$ cat src/rtl/frame_config_pkg.sv
// Shared types and constants for the frame configuration writer: FSM states,
// header sync byte, header field positions and the header validity check.
package frame_config_pkg;

    typedef enum logic [1:0] {
        ST_IDLE   = 2'd0,
        ST_LOAD   = 2'd1,
        ST_CHECK  = 2'd2,
        ST_STROBE = 2'd3
    } state_e;

    localparam logic [7:0] FRAME_SYNC   = 8'hFA;
    localparam int         HDR_SYNC_LSB = 24;
    localparam int         HDR_COL_LSB  = 16;
    localparam int         HDR_CNT_LSB  = 0;
    localparam int         HDR_FIELD_W  = 8;

    // A header is usable only when sync matches and column/count are in range.
    function automatic logic hdr_ok(input logic [31:0] word,
                                    input int unsigned num_cols,
                                    input int unsigned max_frames);
        logic [31:0] col;
        logic [31:0] cnt;
        col = {24'd0, word[HDR_COL_LSB +: HDR_FIELD_W]};
        cnt = {24'd0, word[HDR_CNT_LSB +: HDR_FIELD_W]};
        return (word[HDR_SYNC_LSB +: HDR_FIELD_W] == FRAME_SYNC) &&
               (col < num_cols) && (cnt >= 32'd1) && (cnt <= max_frames);
    endfunction

endpackage

$ cat src/rtl/frame_config_writer_strobe.sv
// Combinational one-hot decoder from (column, frame) to the frame latch strobe
// vector; the caller registers the result.
module frame_strobe_decoder
    import frame_config_pkg::*;
#(
    parameter int NumberOfCols    = 8,
    parameter int MaxFramesPerCol = 20,
    parameter int ColW            = 3,
    parameter int FrameW          = 5
) (
    input  logic [ColW-1:0]                        col,
    input  logic [FrameW-1:0]                      frame,
    input  logic                                   en,
    output logic [NumberOfCols*MaxFramesPerCol-1:0] strobe
);

    int idx;

    // Full-width strobe index; header checking keeps it inside the vector.
    always_comb begin
        strobe = '0;
        idx    = int'(col) * MaxFramesPerCol + int'(frame);
        for (int i = 0; i < NumberOfCols * MaxFramesPerCol; i++) begin
            strobe[i] = en && (idx == i);
        end
    end

endmodule

$ cat src/rtl/frame_config_writer.sv
// Assembles per-column frame packets from a 32-bit word stream into FrameData
// and pulses the addressed FrameStrobe bit. Optional feature: FRAME_CHECKSUM_EN.
module frame_config_writer
    import frame_config_pkg::*;
#(
    parameter int FrameBitsPerRow = 32,
    parameter int NumberOfRows    = 4,
    parameter int NumberOfCols    = 8,
    parameter int MaxFramesPerCol = 20
) (
    input  logic                                        CLK,
    input  logic                                        RST,
    input  logic [31:0]                                 s_data,
    input  logic                                        s_valid,
    output logic                                        s_ready,
    output logic [FrameBitsPerRow*NumberOfRows-1:0]     FrameData,
    output logic [NumberOfCols*MaxFramesPerCol-1:0]     FrameStrobe,
    output logic                                        col_done,
    output logic                                        err_hdr,
    output logic                                        err_sum
);

    localparam int ColW    = (NumberOfCols > 1) ? $clog2(NumberOfCols) : 1;
    localparam int FrameW  = $clog2(MaxFramesPerCol + 1);
    localparam int RowW    = (NumberOfRows > 1) ? $clog2(NumberOfRows) : 1;
    localparam int DataW   = FrameBitsPerRow * NumberOfRows;
    localparam int StrobeW = NumberOfCols * MaxFramesPerCol;

    state_e               state_q, state_d;
    logic [ColW-1:0]      col_q, col_d;
    logic [FrameW-1:0]    n_q, n_d;
    logic [FrameW-1:0]    frame_q, frame_d;
    logic [RowW-1:0]      row_q, row_d;
    logic [DataW-1:0]     frame_data_q, frame_data_d;
    logic [StrobeW-1:0]   strobe_q, strobe_d;
    logic                 s_ready_q, s_ready_d;
    logic                 col_done_q, col_done_d;
    logic                 err_hdr_q, err_hdr_d;
    logic                 strobe_en_s;
    logic                 accept_s;
`ifdef FRAME_CHECKSUM_EN
    logic [31:0]          sum_q, sum_d;
    logic                 err_sum_q, err_sum_d;
`endif

    assign accept_s    = s_valid & s_ready_q;
    assign s_ready     = s_ready_q;
    assign FrameData   = frame_data_q;
    assign FrameStrobe = strobe_q;
    assign col_done    = col_done_q;
    assign err_hdr     = err_hdr_q;
`ifdef FRAME_CHECKSUM_EN
    assign err_sum     = err_sum_q;
`else
    assign err_sum     = 1'b0;
`endif

    frame_strobe_decoder #(
        .NumberOfCols    (NumberOfCols),
        .MaxFramesPerCol (MaxFramesPerCol),
        .ColW            (ColW),
        .FrameW          (FrameW)
    ) u_strobe_dec (
        .col    (col_q),
        .frame  (frame_q),
        .en     (strobe_en_s),
        .strobe (strobe_d)
    );

    // Next-state and datapath logic; the strobe is requested on the cycle the
    // last frame (or checksum) word is accepted so it appears one cycle later.
    always_comb begin
        state_d      = state_q;
        col_d        = col_q;
        n_d          = n_q;
        frame_d      = frame_q;
        row_d        = row_q;
        frame_data_d = frame_data_q;
        col_done_d   = 1'b0;
        err_hdr_d    = err_hdr_q;
        strobe_en_s  = 1'b0;
`ifdef FRAME_CHECKSUM_EN
        sum_d        = sum_q;
        err_sum_d    = err_sum_q;
`endif
        case (state_q)
            ST_IDLE: begin
                if (accept_s) begin
                    if (hdr_ok(s_data, NumberOfCols, MaxFramesPerCol)) begin
                        col_d   = s_data[HDR_COL_LSB +: ColW];
                        n_d     = s_data[HDR_CNT_LSB +: FrameW];
                        frame_d = '0;
                        row_d   = '0;
`ifdef FRAME_CHECKSUM_EN
                        sum_d   = 32'd0;
`endif
                        state_d = ST_LOAD;
                    end else begin
                        err_hdr_d = 1'b1;
                    end
                end else begin
                    state_d = ST_IDLE;
                end
            end
            ST_LOAD: begin
                if (accept_s) begin
                    for (int r = 0; r < NumberOfRows; r++) begin
                        frame_data_d[FrameBitsPerRow*r +: FrameBitsPerRow] =
                            (row_q == RowW'(r)) ? s_data
                                                : frame_data_q[FrameBitsPerRow*r +: FrameBitsPerRow];
                    end
`ifdef FRAME_CHECKSUM_EN
                    sum_d = sum_q ^ s_data;
`endif
                    if (row_q == RowW'(NumberOfRows - 1)) begin
                        row_d = '0;
`ifdef FRAME_CHECKSUM_EN
                        state_d = ST_CHECK;
`else
                        state_d     = ST_STROBE;
                        strobe_en_s = 1'b1;
`endif
                    end else begin
                        row_d = row_q + RowW'(1);
                    end
                end else begin
                    state_d = ST_LOAD;
                end
            end
`ifdef FRAME_CHECKSUM_EN
            ST_CHECK: begin
                if (accept_s) begin
                    if (s_data == sum_q) begin
                        state_d     = ST_STROBE;
                        strobe_en_s = 1'b1;
                    end else begin
                        // Mismatch abandons the remainder of the packet.
                        err_sum_d = 1'b1;
                        state_d   = ST_IDLE;
                    end
                end else begin
                    state_d = ST_CHECK;
                end
            end
`endif
            ST_STROBE: begin
                frame_d = frame_q + FrameW'(1);
                if ((frame_q + FrameW'(1)) == n_q) begin
                    col_done_d = 1'b1;
                    state_d    = ST_IDLE;
                end else begin
`ifdef FRAME_CHECKSUM_EN
                    sum_d   = 32'd0;
`endif
                    state_d = ST_LOAD;
                end
            end
            default: begin
                state_d = ST_IDLE;
            end
        endcase
        s_ready_d = (state_d != ST_STROBE);
    end

    // State and output registers with synchronous reset.
    always_ff @(posedge CLK) begin
        if (RST) begin
            state_q      <= ST_IDLE;
            col_q        <= '0;
            n_q          <= '0;
            frame_q      <= '0;
            row_q        <= '0;
            frame_data_q <= '0;
            strobe_q     <= '0;
            s_ready_q    <= 1'b0;
            col_done_q   <= 1'b0;
            err_hdr_q    <= 1'b0;
`ifdef FRAME_CHECKSUM_EN
            sum_q        <= 32'd0;
            err_sum_q    <= 1'b0;
`endif
        end else begin
            state_q      <= state_d;
            col_q        <= col_d;
            n_q          <= n_d;
            frame_q      <= frame_d;
            row_q        <= row_d;
            frame_data_q <= frame_data_d;
            strobe_q     <= strobe_d;
            s_ready_q    <= s_ready_d;
            col_done_q   <= col_done_d;
            err_hdr_q    <= err_hdr_d;
`ifdef FRAME_CHECKSUM_EN
            sum_q        <= sum_d;
            err_sum_q    <= err_sum_d;
`endif
        end
    end

endmodule

$ cat config.mk
export PLATFORM = sky130hd
export DESIGN_NAME = frame_config_writer
export DESIGN_NICKNAME = d
export VERILOG_FILES = /design/src/rtl/frame_config_pkg.sv /design/src/rtl/frame_config_writer_strobe.sv /design/src/rtl/frame_config_writer.sv
export SDC_FILE = /design/constraint.sdc
export NUM_CORES = 1
export LEC_CHECK = 0
export CORE_ASPECT_RATIO = 1.1
export CORE_MARGIN = 1.5
export CORE_UTILIZATION = 40
export CTS_CLUSTER_SIZE = 10
export DETAILED_ROUTE_END_ITERATION = 12
export PLACE_DENSITY = 0.71
export SLEW_MARGIN = 20
export SYNTH_ARGS = -nofsm -noshare
export SYNTH_HDL_FRONTEND = slang
export SYNTH_SLANG_ARGS = --single-unit
$ cat constraint.sdc
create_clock -name CLK -period 3.31 [get_ports CLK]
set_input_delay 0.662 -clock CLK [delete_from_list [all_inputs] [get_ports CLK]]
set_output_delay 0.662 -clock CLK [all_outputs]
set_load 0.02 [all_outputs]
==> impl_metrics.py, run 1 <==
metrics = {
    "run_status": {
        "outcome": "complete, no violations",
    },
    "clocking": {
        "cts_resized": 0,
        "clock-root-buffer": "clkbuf_16",
        "hold_buffers": 0,
        "clockBufferDepth": 3,
        "htree_levels": 2,
        "clock_sinks": 308,
        "clkLatencyLatePin_ns": 0.50,
        "numCtsBuffers": 37,
        "clkTransAtPathRegs_ns": 0.05,
        "post_cts_buffers": 0,
        "cts_tree": "done",
    },
    "die": {
        "start_util": 0.406,
        "die_height_um": 171,
        "ios": 327,
        "die-area_sq_mm": 0.0265,
        "core-area_sq_mm": 0.0252,
        "std_cell_rows": 61,
        "die_width_um": 155,
    },
    "synth": {
        "yosys.area.top_type": "dfxtp_1",
        "synthCells": 1111,
        "avgSynthCellArea_sq_um": 9.20,
        "seq_area_frac_synth": 0.604,
        "netlist_area_sq_mm": 0.0102,
        "synth_cell_types": 43,
        "synth_seq_cells": 308,
        "synthTopCellsByArea": "dfxtp_1 (60%), nand2_1 (11%), nor3_1 (8.0%), a21oi_1 (6.6%), clkbuf_1 (2.5%)",
        "syn_nets": 1161,
        "yosys_warnings": 0,
        "yosysTopAreaCellShare": 0.604,
    },
    "timing": {
        "tns_ns": 0,
        "post-route-period-util": 0.820,
        "setup-violations-final": 0,
        "finalMaxSlewViolations": 0,
        "finalWorstPathRequiredPeriod_ns": 2.72,
        "finalHoldViolations": 0,
        "skew_ns": 0.0102,
        "max_freq_ghz": 0.368,
        "rsz0062_at_grt": "false",
        "tightest_slew_ns": 1.06,
        "slew-limit-headroom": 0.292,
    },
    "worst_setup_path": {
        "cp_top_family": "compound AO/OA/AOI/OAI gates",
        "path_cells": "ha_1 -> a21o_1 -> a21oi_1 -> mux2_2 -> nor3_1",
        "cp_num_buf_inv": 0,
        "worst_setup_path_end_kind": "flip-flop",
        "cp.required_ns": 3.70,
        "crit_arrival_ns": 3.10,
        "cp-start-kind": "flip-flop",
        "max_stage_delay_ns": 0.67,
        "critPathKind": "flip-flop to flip-flop",
        "critical_path.slowest_cell": "mux2_2",
        "crit_path_max_fanout": 32,
    },
    "power": {
        "power.total_mw": 7.34,
        "p_sw_frac": 0.204,
        "pwr-share-comb": 0.017,
        "seq_power_share": 0.506,
        "clkPwrFrac": 0.477,
        "p_leak_nw": 5.04,
        "power_density_mw_per_mm2": 497,
        "cell_internal_pwr_mw": 5.84,
        "p_sw_mw": 1.50,
        "peakVddDrop_mv": 0.395,
    },
    "detailed_routing": {
        "drc_errors": 0,
        "wl_per_cell_um": 18.4,
        "vias_per_cell": 5.07,
        "drt-total-wl_mm": 31.9,
        "dr.pass1.iters": 4,
        "ant_nets": 0,
        "drt_iter0_markers": 444,
        "vias": 8796,
    },
    "global_route": {
        "grt_pass1_vias": 8459,
        "gr-usage-all-layers": 0.234,
        "antenna_found_initial": 0,
        "grt_max_degree": 101,
        "grt_overflow": 0,
        "grt_pass1_wl_mm": 48.3,
    },
    "placed_design": {
        "io_buffer_count": 325,
        "dp_hpwl_mm": 21.7,
        "gp_congestion": 0.813,
    },
    "cells_and_area": {
        "final_nets": 1466,
        "fill_cells": 2145,
        "diodes": 0,
        "ff_latch_area_sq_mm": 0.00617,
        "layout-drive-gt1-share": 0.0654,
        "areaGrowthSynthToFinish_pct": 44.7,
        "multiInputGateArea_sq_mm": 0.00369,
    },
    "hold_path": {
        "min_path_type": "flip-flop to flip-flop",
    },
    "run": {
        "cap_violations": 0,
    },
}
[tightest hold or removal path: stages, from the launching register on]
cell	delay (ns)
dfxtp_1	0.30
nand2_1	0.05
a21oi_1	0.05
[path summary, 6_finish.rpt]
kind / end / start / cells after the start / slack [ns]
max: FrameStrobe[158] / frame_q[3] / 5 / 0.59
min: FrameData[83] / FrameData[83] / 2 / 0.45
max reg2reg: FrameStrobe[158] / frame_q[3] / 5 / 0.59
min reg2reg: FrameData[83] / FrameData[83] / 2 / 0.45
[layout make-up]
class	instances	area share
clock buffer	42	0.0667
clock inverter	2	0.00169
inverter	12	0.00305
multi-input combinational	703	0.249
sequential	308	0.417
tap	315	0.0267
timing repair buffer	354	0.235
[through the flow]
| stage | setup WS (ns) | hold WS, ns | cells | util | cell area (sq um) |
|---|---|---|---|---|---|
| after floorplan | 0.954 | 0.446 | 1111 | - | 10200 |
| after global placement | 0.413 | 0.436 | 1692 | 0.547 | 13800 |
| after detailed placement | 0.340 | 0.442 | 1692 | 0.547 | 13800 |
| after CTS | 0.537 | 0.452 | 1736 | 0.587 | 14800 |
| after global routing | 0.414 | 0.467 | 1736 | 0.587 | 14800 |
| final | 0.594 | 0.451 | 1736 | 0.587 | 14800 |
[synthesized netlist by cell type]
cell type / instances
a2111oi_4: 4
or3_1: 2
nand3b_1: 3
dfxtp_1: 308
and3_4: 1
mux2_2: 1
xnor2_1: 8
buf_4: 2
nand4_1: 5
nand2b_1: 1
nand2_1: 290
o221a_2: 1
nor4_1: 1
a21o_1: 2
clkbuf_1: 69
o41ai_1: 1
o211ai_1: 2
nand3_1: 6
or4_1: 1
a22oi_1: 2
nand4b_4: 1
nand3_4: 2
buf_2: 15
conb_1: 1
o21ai_0: 4
nor4b_1: 3
and2_0: 1
nor2_1: 11
buf_6: 1
nor2b_1: 3
fa_1: 1
and2_1: 4
xor2_1: 7
inv_1: 12
nand2_4: 6
ha_1: 14
and4b_1: 2
nor3_1: 163
mux2i_1: 11
o22ai_1: 3
o31a_1: 1
a21oi_1: 134
buf_1: 1
[state kept, by name (all words and copies together) (netlist names)]
register,count
n_q,5
col_q,3
col_done,1
row_q,2
frame_q,5
state_q,2
err_hdr,1
s_ready,1
FrameStrobe,160
FrameData,128
[layout by cell type, fill, tap and decap left out, types with 11 or more instances in the layout]
master / Yosys / final
nor3_1: 163 / 163
nor2_1: 11 / 11
a21oi_1: 134 / 133
dfxtp_1: 308 / 308
nand2_1: 290 / 290
inv_1: 12 / 12
clkdlybuf4s50_1: 0 / 324
buf_4: 2 / 29
ha_1: 14 / 14
clkbuf_16: 0 / 38
[layer usage]
metal | part of all wire | GRT usage
met5 | 0 | 0
met1 | 0.39 | 0.263
met4 | 0.022 | 0.0749
met2 | 0.48 | 0.402
met3 | 0.11 | 0.0965
[power by group through the flow]
stage,Combinational (mW),Sequential [mW],Clock (mW)
detailed placement,0.128,3.79,0
CTS,0.128,3.71,3.55
global placement,0.128,3.79,0
finish,0.128,3.71,3.50
floorplan,0.0378,3.79,0
global route,0.135,3.71,3.71
[cells by family (layout without fill, tap and decap cells)]
family,Yosys count,after routing,share of synthesized area
mux,12,12,0.0119
fa+ha+maj,15,15,0.0191
buf+inv,100,410,0.0400
flops,308,308,0.604
xor+xnor,15,15,0.0129
simple gates,506,506,0.225
compound gates,154,154,0.0874
other cells,1,1,0.000367
Power figures use the tool's default switching activity.
==> inputs of run 2 (changes only) <==
--- a/config.mk
+++ b/config.mk
@@ -10,7 +10,7 @@
 export CORE_UTILIZATION = 40
 export CTS_CLUSTER_SIZE = 10
 export DETAILED_ROUTE_END_ITERATION = 12
-export PLACE_DENSITY = 0.71
+export PLACE_DENSITY = 0.74
 export SLEW_MARGIN = 20
 export SYNTH_ARGS = -nofsm -noshare
 export SYNTH_HDL_FRONTEND = slang
==> constraint.sdc (replaced) <==
create_clock -name CLK -period 2.45 [get_ports CLK]
set_input_delay 0.49 -clock CLK [delete_from_list [all_inputs] [get_ports CLK]]
set_output_delay 0.49 -clock CLK [all_outputs]
set_load 0.02 [all_outputs]
==> run 2 against run 1 <==
Effect of this change: maximum frequency grew 16%; combinational power rose by 54%; global-route usage increased by 0.91 points; cell count grew 2.6%; worst setup slack got worse by 0.48 ns; sequential power rose by 35%; non-clock buffer count up 45.
==> impl_metrics.py, run 2 (synthesized netlist as in run 1, its figures left out) <==
metrics = {
    "run_status": {
        "outcome": "complete, no violations",
    },
    "detailed_routing": {
        "drt-total-wl_mm": 32.8,
        "wl_per_cell_um": 18.4,
        "drc_errors": 0,
        "ant_nets": 0,
        "dr.pass1.iters": 4,
        "vias_per_cell": 5.11,
        "vias": 9098,
        "drt_iter0_markers": 459,
    },
    "die": {
        "ios": 327,
        "start_util": 0.406,
        "die_width_um": 155,
        "core-area_sq_mm": 0.0252,
        "die_height_um": 171,
        "std_cell_rows": 61,
        "die-area_sq_mm": 0.0265,
    },
    "cells_and_area": {
        "final_area_sq_mm": 0.0153,
        "final_nets": 1511,
        "final_cell_mix": "clkdlybuf4s50_1 (324), dfxtp_1 (308), nand2_1 (290)",
        "largest_reg_flops": 160,
        "fin_cells": 1781,
        "layout_commonest_cell": "clkdlybuf4s50_1",
        "layout-drive-gt1-share": 0.0955,
        "post-route-util": 0.607,
        "diodes": 0,
        "areaGrowthSynthToFinish_pct": 49.7,
    },
    "clocking": {
        "clock-root-buffer": "clkbuf_16",
        "cts_tree": "done",
        "hold_buffers": 0,
        "post_cts_buffers": 0,
        "clkLatencyLatePin_ns": 0.50,
        "clkTransAtPathRegs_ns": 0.05,
        "numCtsBuffers": 37,
        "clock_sinks": 308,
        "cts_resized": 0,
        "htree_levels": 2,
        "clockBufferDepth": 3,
    },
    "placed_design": {
        "placedCellCount": 1737,
        "dp_hpwl_mm": 22.0,
        "gp_congestion": 0.803,
        "io_buffer_count": 325,
        "postPlaceCellArea_sq_mm": 0.0143,
    },
    "power": {
        "power.total_mw": 9.96,
        "peakVddDrop_mv": 0.565,
        "power_density_mw_per_mm2": 652,
        "p_leak_nw": 5.31,
    },
    "global_route": {
        "grt_pass1_vias": 8886,
        "antenna_found_initial": 0,
        "grt_overflow": 0,
        "gr-usage-all-layers": 0.243,
        "grt_max_degree": 130,
        "grt_pass1_wl_mm": 50.2,
    },
    "worst_setup_path": {
        "crit_arrival_ns": 2.70,
        "path_cells": "ha_1 -> ha_1 -> buf_4 -> a21oi_1 -> buf_4 -> mux2i_4 -> buf_12 -> nor3_1",
        "r2r_end": "FrameStrobe[116]",
        "cp_top_family": "adder cells",
        "crit_path_max_fanout": 28,
        "cp.required_ns": 2.82,
        "reg2reg_depth": 8,
        "worst_setup_path_end_kind": "flip-flop",
        "critPathKind": "flip-flop to flip-flop",
        "r2r-start": "col_q[0]",
        "cp_num_buf_inv": 3,
        "cp-start-kind": "flip-flop",
        "critical_path.slowest_cell": "mux2i_4",
        "rrSetupSlack_ns": 0.11,
        "max_stage_delay_ns": 0.48,
    },
    "timing": {
        "finalMaxSlewViolations": 0,
        "setup-violations-final": 0,
        "skew_ns": 0.0133,
        "slew-limit-headroom": 0.560,
        "post-route-period-util": 0.954,
        "finalHoldViolations": 0,
        "finalWorstPathRequiredPeriod_ns": 2.34,
        "tightest_slew_ns": 0.651,
        "max_freq_ghz": 0.428,
        "rsz0062_at_grt": "false",
    },
    "hold_path": {
        "hold_end": "FrameData[49]",
        "min_path_type": "primary input to flip-flop",
        "hp-start": "RST",
        "min_path_cells": 2,
    },
    "run": {
        "cap_violations": 0,
    },
}
## run 2: changes by cell type in the layout (fill, tap and decap cells not counted), sizes merged
cell	before	now
buf	30	75
bufinv	0	1
clkbuf	42	40
clkinv	2	3
## run 2: final cells by class
cell class                 count  area (sq um)
clock buffer                  40           958
clock inverter                 4          56.3
tap                          315           394
fill                        2079          9900
sequential                   308          6170
inverter                      12          45.0
multi-input combinational    703          3700
timing repair buffer         399          3970
## run 2: worst reg2reg max path, cell delays in order, from the launching register on
cell and delay (ns):
dfxtp_1 0.32, ha_1 0.30, ha_1 0.32, buf_4 0.17, a21oi_1 0.12, buf_4 0.17, mux2i_4 0.48, buf_12 0.24
nor3_1 0.09
## run 2: worst max path at each step
stage                from          endpoint  depth (start not counted)
2_1_floorplan    col_q[0]  FrameStrobe[108]                          8
3_3_place_gp   s_data[22]          col_q[0]                          7
3_5_place_dp   s_data[22]            n_q[2]                          7
4_1_cts          col_q[0]  FrameStrobe[146]                          8
5_1_grt          col_q[0]  FrameStrobe[129]                          9
6_report         col_q[0]  FrameStrobe[116]                          8
## run 2: routing by layer
| layer | share of wire | track usage | vias up | wire length [um] |
|---|---|---|---|---|
| met5 | 0 | 0 | - | 0 |
| li1 | - | - | 4366 | - |
| met1 | 0.39 | 0.277 | 4276 | 12800 |
| met2 | 0.48 | 0.420 | 395 | 15700 |
| met4 | 0.030 | 0.0828 | 0 | 990 |
| met3 | 0.10 | 0.0887 | 61 | 3340 |
## run 2: report_power, final
group | switching (mW) | internal [mW]
sequential | 0.00230 | 5.02
combinational | 0.112 | 0.0849
clock | 1.90 | 2.85
## run 2: per-stage QoR
step                      hold slack [ns]  setup TNS (ns)  setup slack [ns]
after global routing                0.287               0            0.0159
after global placement              0.441           -4.02            -0.319
after floorplan                     0.446               0            0.0935
after CTS                           0.250               0            0.0407
after detailed placement            0.445           -3.92            -0.368
final                               0.265               0             0.114
